<file path="config.mk">
export PLATFORM = sky130hd
export DESIGN_NAME = algo_1r1w_rdq_front_flat
export DESIGN_NICKNAME = d
export VERILOG_FILES = /design/src/rtl/algo_rdq_pkg.sv /design/src/rtl/algo_1r1w_rdq_front_if.sv /design/src/rtl/algo_rdq_fifo.sv /design/src/rtl/algo_1r1w_rdq_front.sv /design/src/flat_wrapper.sv
export SDC_FILE = /design/constraint.sdc
export NUM_CORES = 1
export LEC_CHECK = 0
export CAP_MARGIN = 25
export CORE_MARGIN = 2
export CORE_UTILIZATION = 40
export DETAILED_ROUTE_END_ITERATION = 10
export GPL_ROUTABILITY_DRIVEN = 0
export SLEW_MARGIN = 10
export SYNTH_ARGS = -nofsm -noshare
export SYNTH_HDL_FRONTEND = slang
export SYNTH_SLANG_ARGS = --single-unit
</file>
<file path="constraint.sdc">
create_clock -name clk -period 2.5 [get_ports clk]
set_input_delay 0.375 -clock clk [delete_from_list [all_inputs] [get_ports clk]]
set_output_delay 0.375 -clock clk [all_outputs]
set_load 0.01 [all_outputs]
</file>
<file path="src/rtl/algo_rdq_pkg.sv">
// algo_rdq_pkg: shared helpers for the 1R1W read-request front end.
// Response entries are packed as {derr, serr, data}.
package algo_rdq_pkg;

  function automatic int rdq_ewid(input int width);
    return width + 2;
  endfunction

  function automatic int rdq_serr_pos(input int width);
    return width;
  endfunction

  function automatic int rdq_derr_pos(input int width);
    return width + 1;
  endfunction

  function automatic logic rdq_cred_ok(
    input int unsigned cred,
    input int unsigned depth
  );
    return cred < depth;
  endfunction

endpackage

</file>
<file path="src/rtl/algo_1r1w_rdq_front_if.sv">
// algo_1r1w_rdq_front_if: request and response valid/ready bundles.
// slave = front end side, master = requester/consumer side.
interface algo_1r1w_rdq_front_if #(
  parameter int WIDTH   = 64,
  parameter int BITADDR = 13
);
  logic               req_vld;
  logic               req_rdy;
  logic [BITADDR-1:0] req_adr;
  logic               rsp_vld;
  logic               rsp_rdy;
  logic [WIDTH-1:0]   rsp_data;
  logic               rsp_serr;
  logic               rsp_derr;

  modport master (
    output req_vld, req_adr, rsp_rdy,
    input  req_rdy, rsp_vld, rsp_data, rsp_serr, rsp_derr
  );

  modport slave (
    input  req_vld, req_adr, rsp_rdy,
    output req_rdy, rsp_vld, rsp_data, rsp_serr, rsp_derr
  );
endinterface

</file>
<file path="src/rtl/algo_rdq_fifo.sv">
// algo_rdq_fifo: synchronous FIFO, registered storage, no bypass.
// Ports: push/din, pop, head (entry at read pointer), count (occupancy).
module algo_rdq_fifo #(
  parameter int DEPTH    = 4,
  parameter int BITDEPTH = 2,
  parameter int EWID     = 66
) (
  input  logic              clk,
  input  logic              rst,
  input  logic              push,
  input  logic [EWID-1:0]   din,
  input  logic              pop,
  output logic [EWID-1:0]   head,
  output logic [BITDEPTH:0] count
);
  localparam int PW = (BITDEPTH > 0) ? BITDEPTH : 1;
  localparam int CW = BITDEPTH + 1;

  logic [EWID-1:0] mem [DEPTH];
  logic [PW-1:0]   wp;
  logic [PW-1:0]   rp;
  logic            full;
  logic            do_push;
  logic            do_pop;

  function automatic logic [PW-1:0] inc(input logic [PW-1:0] p);
    return (p == PW'(DEPTH - 1)) ? '0 : p + PW'(1);
  endfunction

  assign full    = count == CW'(DEPTH);
  assign do_pop  = pop && (count != '0);
  // A pop in the same cycle frees the slot the push lands in.
  assign do_push = push && (!full || do_pop);
  assign head    = mem[rp];

  always_ff @(posedge clk or negedge rst) begin
    if (!rst) begin
      wp    <= '0;
      rp    <= '0;
      count <= '0;
      for (int i = 0; i < DEPTH; i++) mem[i] <= '0;
    end else begin
      if (do_push) begin
        mem[wp] <= din;
        wp      <= inc(wp);
      end
      if (do_pop) rp <= inc(rp);
      unique case ({do_push, do_pop})
        2'b10:   count <= count + CW'(1);
        2'b01:   count <= count - CW'(1);
        default: ;
      endcase
    end
  end
endmodule

</file>
<file path="src/rtl/algo_1r1w_rdq_front.sv">
// algo_1r1w_rdq_front: credit-based read front end for the 1R1W wrapper.
// Ports: bus (req/rsp handshakes), ready/read/rd_adr/rd_* to wrapper, err flags.
module algo_1r1w_rdq_front
  import algo_rdq_pkg::*;
#(
  parameter int WIDTH     = 64,
  parameter int BITADDR   = 13,
  parameter int RD_LAT    = 2,
  parameter int FIFODEPTH = 4,
  parameter int BITFIFO   = 2
) (
  input  logic                 clk,
  input  logic                 rst,
  algo_1r1w_rdq_front_if.slave bus,
  input  logic                 ready,
  output logic                 read,
  output logic [BITADDR-1:0]   rd_adr,
  input  logic                 rd_vld,
  input  logic [WIDTH-1:0]     rd_dout,
  input  logic                 rd_serr,
  input  logic                 rd_derr,
  output logic                 err_unexp,
  output logic                 err_miss
);
  localparam int RDQ_EWID = rdq_ewid(WIDTH);
  localparam int SERR     = rdq_serr_pos(WIDTH);
  localparam int DERR     = rdq_derr_pos(WIDTH);
  localparam int CW       = BITFIFO + 1;

  logic [CW-1:0]       cred;
  logic [CW-1:0]       cred_nxt;
  logic [CW:0]         cred_up;
  logic [CW:0]         cred_dn;
  logic [CW-1:0]       cnt;
  logic [RD_LAT-1:0]   due;
  logic                due_now;
  logic                miss;
  logic                pop;
  logic [RDQ_EWID-1:0] din;
  logic [RDQ_EWID-1:0] head;

  // rst gates req_rdy so nothing is offered while held in reset.
  assign bus.req_rdy = rst && ready
                     && rdq_cred_ok(32'(cred), FIFODEPTH);
  assign read        = bus.req_vld && bus.req_rdy;
  assign rd_adr      = bus.req_adr;

  assign due_now = due[RD_LAT-1];
  assign miss    = due_now && !rd_vld;
  assign pop     = bus.rsp_vld && bus.rsp_rdy;
  assign din     = {rd_derr, rd_serr, rd_dout};

  assign bus.rsp_vld  = cnt != '0;
  assign bus.rsp_data = head[WIDTH-1:0];
  assign bus.rsp_serr = head[SERR];
  assign bus.rsp_derr = head[DERR];

  // Pops of unexpected (uncredited) entries would underflow; floor at 0.
  always_comb begin
    cred_up  = {1'b0, cred} + (CW + 1)'(read);
    cred_dn  = (CW + 1)'(pop) + (CW + 1)'(miss);
    cred_nxt = (cred_up < cred_dn) ? '0 : CW'(cred_up - cred_dn);
  end

  always_ff @(posedge clk or negedge rst) begin
    if (!rst) begin
      cred      <= '0;
      due       <= '0;
      err_unexp <= 1'b0;
      err_miss  <= 1'b0;
    end else begin
      cred <= cred_nxt;
      due  <= RD_LAT'({due, read});
      if (rd_vld && !due_now) err_unexp <= 1'b1;
      if (miss) err_miss <= 1'b1;
    end
  end

  algo_rdq_fifo #(
    .DEPTH    (FIFODEPTH),
    .BITDEPTH (BITFIFO),
    .EWID     (RDQ_EWID)
  ) u_fifo (
    .clk   (clk),
    .rst   (rst),
    .push  (rd_vld),
    .din   (din),
    .pop   (pop),
    .head  (head),
    .count (cnt)
  );
endmodule
</file>
<file path="src/flat_wrapper.sv">
// flat-port wrapper written by rule: the top's interface ports become plain ports
module algo_1r1w_rdq_front_flat import algo_rdq_pkg::*;
#(
  parameter int WIDTH     = 64,
  parameter int BITADDR   = 13,
  parameter int RD_LAT    = 2,
  parameter int FIFODEPTH = 4,
  parameter int BITFIFO   = 2
)
  (clk, rst, ready, read, rd_adr, rd_vld, rd_dout, rd_serr, rd_derr, err_unexp, err_miss, bus_req_vld, bus_req_adr, bus_rsp_rdy, bus_req_rdy, bus_rsp_vld, bus_rsp_data, bus_rsp_serr, bus_rsp_derr);
  algo_1r1w_rdq_front_if #(.WIDTH(WIDTH), .BITADDR(BITADDR)) bus_i ();
  input  logic clk;
  input  logic rst;
  input  logic ready;
  output logic read;
  output logic [BITADDR-1:0] rd_adr;
  input  logic rd_vld;
  input  logic [WIDTH-1:0] rd_dout;
  input  logic rd_serr;
  input  logic rd_derr;
  output logic err_unexp;
  output logic err_miss;
  input wire logic [$bits(bus_i.req_vld)-1:0] bus_req_vld;
  input wire logic [$bits(bus_i.req_adr)-1:0] bus_req_adr;
  input wire logic [$bits(bus_i.rsp_rdy)-1:0] bus_rsp_rdy;
  output wire logic [$bits(bus_i.req_rdy)-1:0] bus_req_rdy;
  output wire logic [$bits(bus_i.rsp_vld)-1:0] bus_rsp_vld;
  output wire logic [$bits(bus_i.rsp_data)-1:0] bus_rsp_data;
  output wire logic [$bits(bus_i.rsp_serr)-1:0] bus_rsp_serr;
  output wire logic [$bits(bus_i.rsp_derr)-1:0] bus_rsp_derr;
  assign bus_i.req_vld = bus_req_vld;
  assign bus_i.req_adr = bus_req_adr;
  assign bus_i.rsp_rdy = bus_rsp_rdy;
  assign bus_req_rdy = bus_i.req_rdy;
  assign bus_rsp_vld = bus_i.rsp_vld;
  assign bus_rsp_data = bus_i.rsp_data;
  assign bus_rsp_serr = bus_i.rsp_serr;
  assign bus_rsp_derr = bus_i.rsp_derr;
  algo_1r1w_rdq_front #(.WIDTH(WIDTH), .BITADDR(BITADDR), .RD_LAT(RD_LAT), .FIFODEPTH(FIFODEPTH), .BITFIFO(BITFIFO)) u_core (.clk(clk), .rst(rst), .bus(bus_i), .ready(ready), .read(read), .rd_adr(rd_adr), .rd_vld(rd_vld), .rd_dout(rd_dout), .rd_serr(rd_serr), .rd_derr(rd_derr), .err_unexp(err_unexp), .err_miss(err_miss));
endmodule
</file>
# Word-level counts from Yosys, hierarchy flattened
# Index checks and enable logic that the tools add are counted.
# totals
reg_bits	278
in_bits	85
elab_cells	55
# classes
addsub	7
order_cmp	5
n_eq_ne	5
mux	10
bitwise_logic	2
reduce_logical	15
# op_table
operator	n
bitwise mux 264 bit	1
2-to-1 mux 66 bit	3
binary-select mux 66 bit (select 2 bit)	1
demux 66 bit (select 2 bit)	1
logical AND 1 bit	9
equality test 2 bit, second input constant	3
>= comparator 3 bit, second input constant	2
NOT 2 -> 3 bit	2
case mux 3 bit (2 select lines)	1
adder 2 x 1 -> 2 bit, second input constant	2
adder 3 x 1 -> 4 bit	1
less-than comparator 4 x 2 -> 1 bit	1
2-to-1 mux 2 bit	2
adder 3 x 1 -> 3 bit, second input constant	1
equality test 3 bit, second input constant	1
logical NOT 1 bit	3
less-than comparator 3 x 1 -> 1 bit, second input constant	1
less-than comparator 3 bit, second input constant	1
2-to-1 mux 3 bit	1
nonzero test 3 bit	1
subtractor 3 x 1 -> 3 bit, second input constant	1
subtractor 3 bit	1
adder 1 x 1 -> 2 bit	1
equality test 2 x 1 -> 1 bit, second input constant	1
other kinds (2)	2

# Longest topological paths before layout
# logic_depth
depth_word	7
ltp_mapped	11
ltp_nobuf	11

# Hierarchy
# From an unflattened synthesis, not the netlist that was laid out.
# unflattened
hier_cells	732
area_unflattened_um2	12361.9
# by_module_without_submodules
mod	instances	cells_each	area_each_um2
algo_rdq_fifo	1	692	11928.9
algo_1r1w_rdq_front	1	40	432.9

# Worst setup path after synthesis
# Ideal clock, no wire load.
# synth_path
path_kind	register to register
start	register u_core.u_fifo.count[0]
end	register u_core.cred[2]
setup_ns	0.129
arrival_time_ns	2.185
setup_slack_ns	0.186
path_stages_with_launch	10
n_path_buf	0
period_less_slack_ns	2.314
cell_sequence	dfrtp_1 or3_1 and2_1 ha_1 ha_1 inv_1 fa_1 nor2b_1 o21ai_0 o21ai_0
# synth_between
elab_chain_cells	5
# synth_lines
item	line	text
start, declared	algo_rdq_fifo.sv:14	output logic [BITDEPTH:0] count
start signal, assigned	algo_rdq_fifo.sv:49	2'b10: count <= count + CW'(1);
start signal, assigned	algo_rdq_fifo.sv:50	2'b01: count <= count - CW'(1);
nonzero test 3 bit *	algo_1r1w_rdq_front.sv:53	assign bus.rsp_vld = cnt != '0;
via bus_rsp_vld	flat_wrapper.sv:27	output wire logic [$bits(bus_i.rsp_vld)-1:0] bus_rsp_vld;
logical AND 1 bit *	algo_1r1w_rdq_front.sv:50	assign pop = bus.rsp_vld && bus.rsp_rdy;
adder 1 x 1 -> 2 bit *	algo_1r1w_rdq_front.sv:61	cred_dn = (CW + 1)'(pop) + (CW + 1)'(miss);
less-than comparator 4 x 2 -> 1 bit or subtractor 3 bit (tied branches)	algo_1r1w_rdq_front.sv:62	cred_nxt = (cred_up < cred_dn) ? '0 : CW'(cred_up - cred_dn);
2-to-1 mux 3 bit *	algo_1r1w_rdq_front.sv:62	
via u_core.cred_nxt[2]	algo_1r1w_rdq_front.sv:31	logic [CW-1:0] cred_nxt;
end signal, assigned	algo_1r1w_rdq_front.sv:72	cred <= cred_nxt;
end, declared	algo_1r1w_rdq_front.sv:30	logic [CW-1:0] cred;
# The timed path passes the listed nets; every way through them passes the cells marked *.
# A chain may end at the register's enable or synchronous reset.

# Worst setup path after layout
# layout_path
start	register u_core.u_fifo.rp[0]
end	output bus_rsp_data[27]
# layout_between
elab_chain_cells	4
# layout_lines
item	line	text
start, declared	algo_rdq_fifo.sv:21	logic [PW-1:0] rp;
start signal, assigned	algo_rdq_fifo.sv:47	if (do_pop) rp <= inc(rp);
NOT 2 -> 3 bit (not written as such)	algo_rdq_fifo.sv:34	assign head = mem[rp];
binary-select mux 66 bit (select 2 bit)	algo_rdq_fifo.sv:34	
2-to-1 mux 66 bit (not written as such) (2 in series)	algo_rdq_fifo.sv:34	
end, declared	flat_wrapper.sv:28	output wire logic [$bits(bus_i.rsp_data)-1:0] bus_rsp_data;
# Every way passes these cells. The select of a mux whose other input is x is not followed.

==> qor.txt <==
Finish-stage setup viols: 0
#FFs+latches synth: 278
First-pass DRT Iterations: 4
Mapped Cells: 726
Area delta synth->final: 24.49%
Initial antenna violation count: 1
Max Slew Vio Count: 0
Flop pwr share: 35.7%
Die H: 179.5 um
I/O Buffers: 142
Largest net degree at the start of global routing: 169
Syn_area_per_cell: 16.96 um2
Worst skew pair latency: 550 ps
CP Max Fanout: 8
Gate power share: 43.6%
Int Pwr: 15.61 mW
Fin nets: 983
Worst Setup End Kind: output port
Clk pwr share: 20.7%
Syn_nets: 823
Unrepaired setup endpoints after global routing: true
CTS tree: built
Slew of the pin with the lowest slew margin: 944.5 ps
Kind of start point of the critical path: flip-flop
Critical setup path kind: flip-flop to output port
First-pass GRT wire length: 44790 um
Clk root buf: clkbuf_16
CTS sink count: 278
DR iter-0 viols: 166
PD cells: 1465 nW/um2
CTS max path bufs: 3
Number of global-route vias before repair: 7958
Sequential-to-total area share from yosys stat: 56.49%
Max cap viols: 0
Fin crit period: 2486 ps
Max rail drop VDD: 0.7486 mV
Relative slew slack: 37.03%
WL per Instance: 21.25 um
Vias: 6810
Hold Crit Class: flip-flop to flip-flop
GRT Residual Overflow: 0
DRC errors left: 0
Tot Pwr: 22.46 mW
Finished Core Util: 50.39%
Sw power: 6.845 mW
Max frequency: 0.4022 GHz
Worst EP arrival: 2110 ps
Total core area: 30430 um2
IO Count: 169
Final Hold Fails: 0
Result of the run: completed
Yosys warning count: 0
Detailed Place HPWL: 16710 um
Crit share post-route: 99.45%
DR vias/cell: 5.214
Post-DRT Antenna Nets: 0
Die footprint: 32210 um2
Initial Utilization: 40.47%
Num CTS Buffers: 30
Lkg Pwr: 6.393 nW
Clk pin slew, worst setup/hold paths: 60 ps
H-tree level count: 1
Routed WL: 27750 um
Share of post-route cells with drive strength above 1: 54.35%
Row count: 64
Switching share of total power: 30.48%
Critical Path RT: 2120 ps
Clock skew: 19.51 ps
Die Wd: 179.5 um
Fill cells: 2546
Mapped cell area: 12320 um2
Distinct cells, synth: 27
Gr usage total: 17.54%
## flip-flops by register name, summed over array words and instances (netlist names)
signal               flops
u_core.u_fifo.mem      264
u_core.u_fifo.count      3
u_core.cred              3
u_core.err_unexp         1
u_core.u_fifo.rp         2
u_core.u_fifo.wp         2
u_core.due               2
u_core.err_miss          1
## cell type report
| cell class | count | area [um2] | area share [%] |
|---|---|---|---|
| repair buffers | 184 | 1847 | 12.05 |
| well taps | 396 | 495.5 | 3.232 |
| inverters | 10 | 37.54 | 0.2448 |
| clock inverters | 9 | 152.6 | 0.9956 |
| diodes | 1 | 2.502 | 0.01632 |
| multi-input cells | 382 | 4921 | 32.10 |
| flip-flops and latches | 278 | 6964 | 45.42 |
| clock buffers | 46 | 912.1 | 5.949 |
## cells in the final DEF (no fill, tap or decap), types with 2 or more instances in the layout
cell,Yosys,routed
nor2_1,10,6
a21boi_0,2,2
ha_1,10,10
and2_1,3,3
buf_12,0,11
clkdlybuf4s15_2,0,3
inv_1,10,10
buf_4,14,19
mux4_2,66,66
clkinv_4,0,2
xor2_1,2,2
clkinv_2,0,3
clkbuf_1,1,7
dfrtp_1,278,276
buf_16,0,6
buf_2,16,30
clkbuf_16,0,31
clkbuf_8,0,8
bufinv_16,0,4
o21ai_0,2,2
clkdlybuf4s50_1,0,75
a21o_1,2,2
mux2_2,268,268
dlygate4sd2_1,0,5
nor2_4,0,4
dfrtp_4,0,2
buf_6,20,24
nand2_1,6,6
clkbuf_2,0,9
## synthesized netlist by cell type
master	count	area (um2)
and2_1	3	18.77
dfrtp_1	278	6957
a21boi_0	2	15.01
or2_2	1	6.260
ha_1	10	125.1
mux2_2	268	3018
fa_1	2	40.04
xnor2_1	1	8.760
nand2b_1	1	6.260
a21o_1	2	15.01
buf_2	16	80.08
mux4_2	66	1486
buf_4	14	105.1
nor2_1	10	37.54
and4b_1	1	10.01
mux2i_1	1	10.01
buf_6	20	225.2
inv_1	10	37.54
o21ai_0	2	10.01
a21oi_1	1	5.000
or3_1	1	6.260
xor2_1	2	17.52
clkbuf_1	1	3.750
nor2b_1	1	6.260
buf_1	5	18.77
nor4b_4	1	23.77
nand2_1	6	22.52
## routing by layer
metal  vias to the layer above  wire length [um]  share of wire (%)  global-route usage (%)
met4                         0               499                1.8                   4.000
met5                         -                 0                  0                       0
li1                       2990                 -                  -                       -
met3                        36              1132                4.1                   3.363
met2                       147             14390                 52                   31.02
met1                      3637             11720                 42                   22.36
## power groups by stage
| stage | clock network [mW] | registers, mW | logic (mW) |
|---|---|---|---|
| after global placement | 0 | 7.85 | 9.71 |
| after detailed placement | 0 | 8.15 | 9.96 |
| after global routing | 5.02 | 8.29 | 10.5 |
| final | 4.66 | 8.01 | 9.79 |
| after floorplan | 0 | 7.59 | 6.36 |
| after CTS | 4.80 | 8.01 | 10.1 |
## logic make-up (layout without fill, tap and decap cells)
family	count (synthesis)	after routing	synth area share [%]
buf+inv	66	249	3.820
xor+xnor	3	3	0.2134
mux	335	335	36.66
other cells	0	1	0
compound gates	7	7	0.3656
fa+ha+maj	12	12	1.341
flops	278	278	56.49
simple gates	25	25	1.118
## worst max-delay path: stages, from the launching register on
cell and delay, ps:
dfrtp_4 550, buf_6 150, buf_12 110, buf_16 140, mux4_2 460, buf_6 140
## metrics by stage
step / hold WS (ps) / setup slack [ps] / cells / setup TNS (ps) / instance area, um2
CTS: 386.1 / -113.5 / 1307 / -991.8 / 15400
global placement: 363.7 / -26.49 / 1230 / -26.49 / 14130
finish: 373.4 / 13.87 / 1306 / 0 / 15330
global route: 385.8 / -38.95 / 1306 / -213.5 / 15330
floorplan: 79.41 / 185.7 / 726 / 0 / 12320
detailed placement: 367.4 / -103.9 / 1230 / -103.9 / 14130
## what timing repair did
action / in CTS / in global routing
hold buffers: 1 / 0
endpoints found under the hold margin: 33 / 0
gates resized for setup: 247 / 26
setup buffers: 16 / 0
endpoints found under the setup margin: 66 / 55
cloned: 5 / 0
## path summary, 6_finish.rpt
path	from	endpoint	slack, ps	cells past startpoint
max	u_core.u_fifo.rp[0]	bus_rsp_data[27]	10	5
min	u_core.due[0]	u_core.due[1]	370	0
max reg2reg	u_core.u_fifo.count[1]	u_core.cred[2]	130	9
min reg2reg	u_core.due[0]	u_core.due[1]	370	0
max in group asynchronous	rst	u_core.u_fifo.mem[81]	770	4
min in group asynchronous	rst	u_core.u_fifo.mem[53]	480	3
No activity file was read; power rests on OpenSTA's default activity.
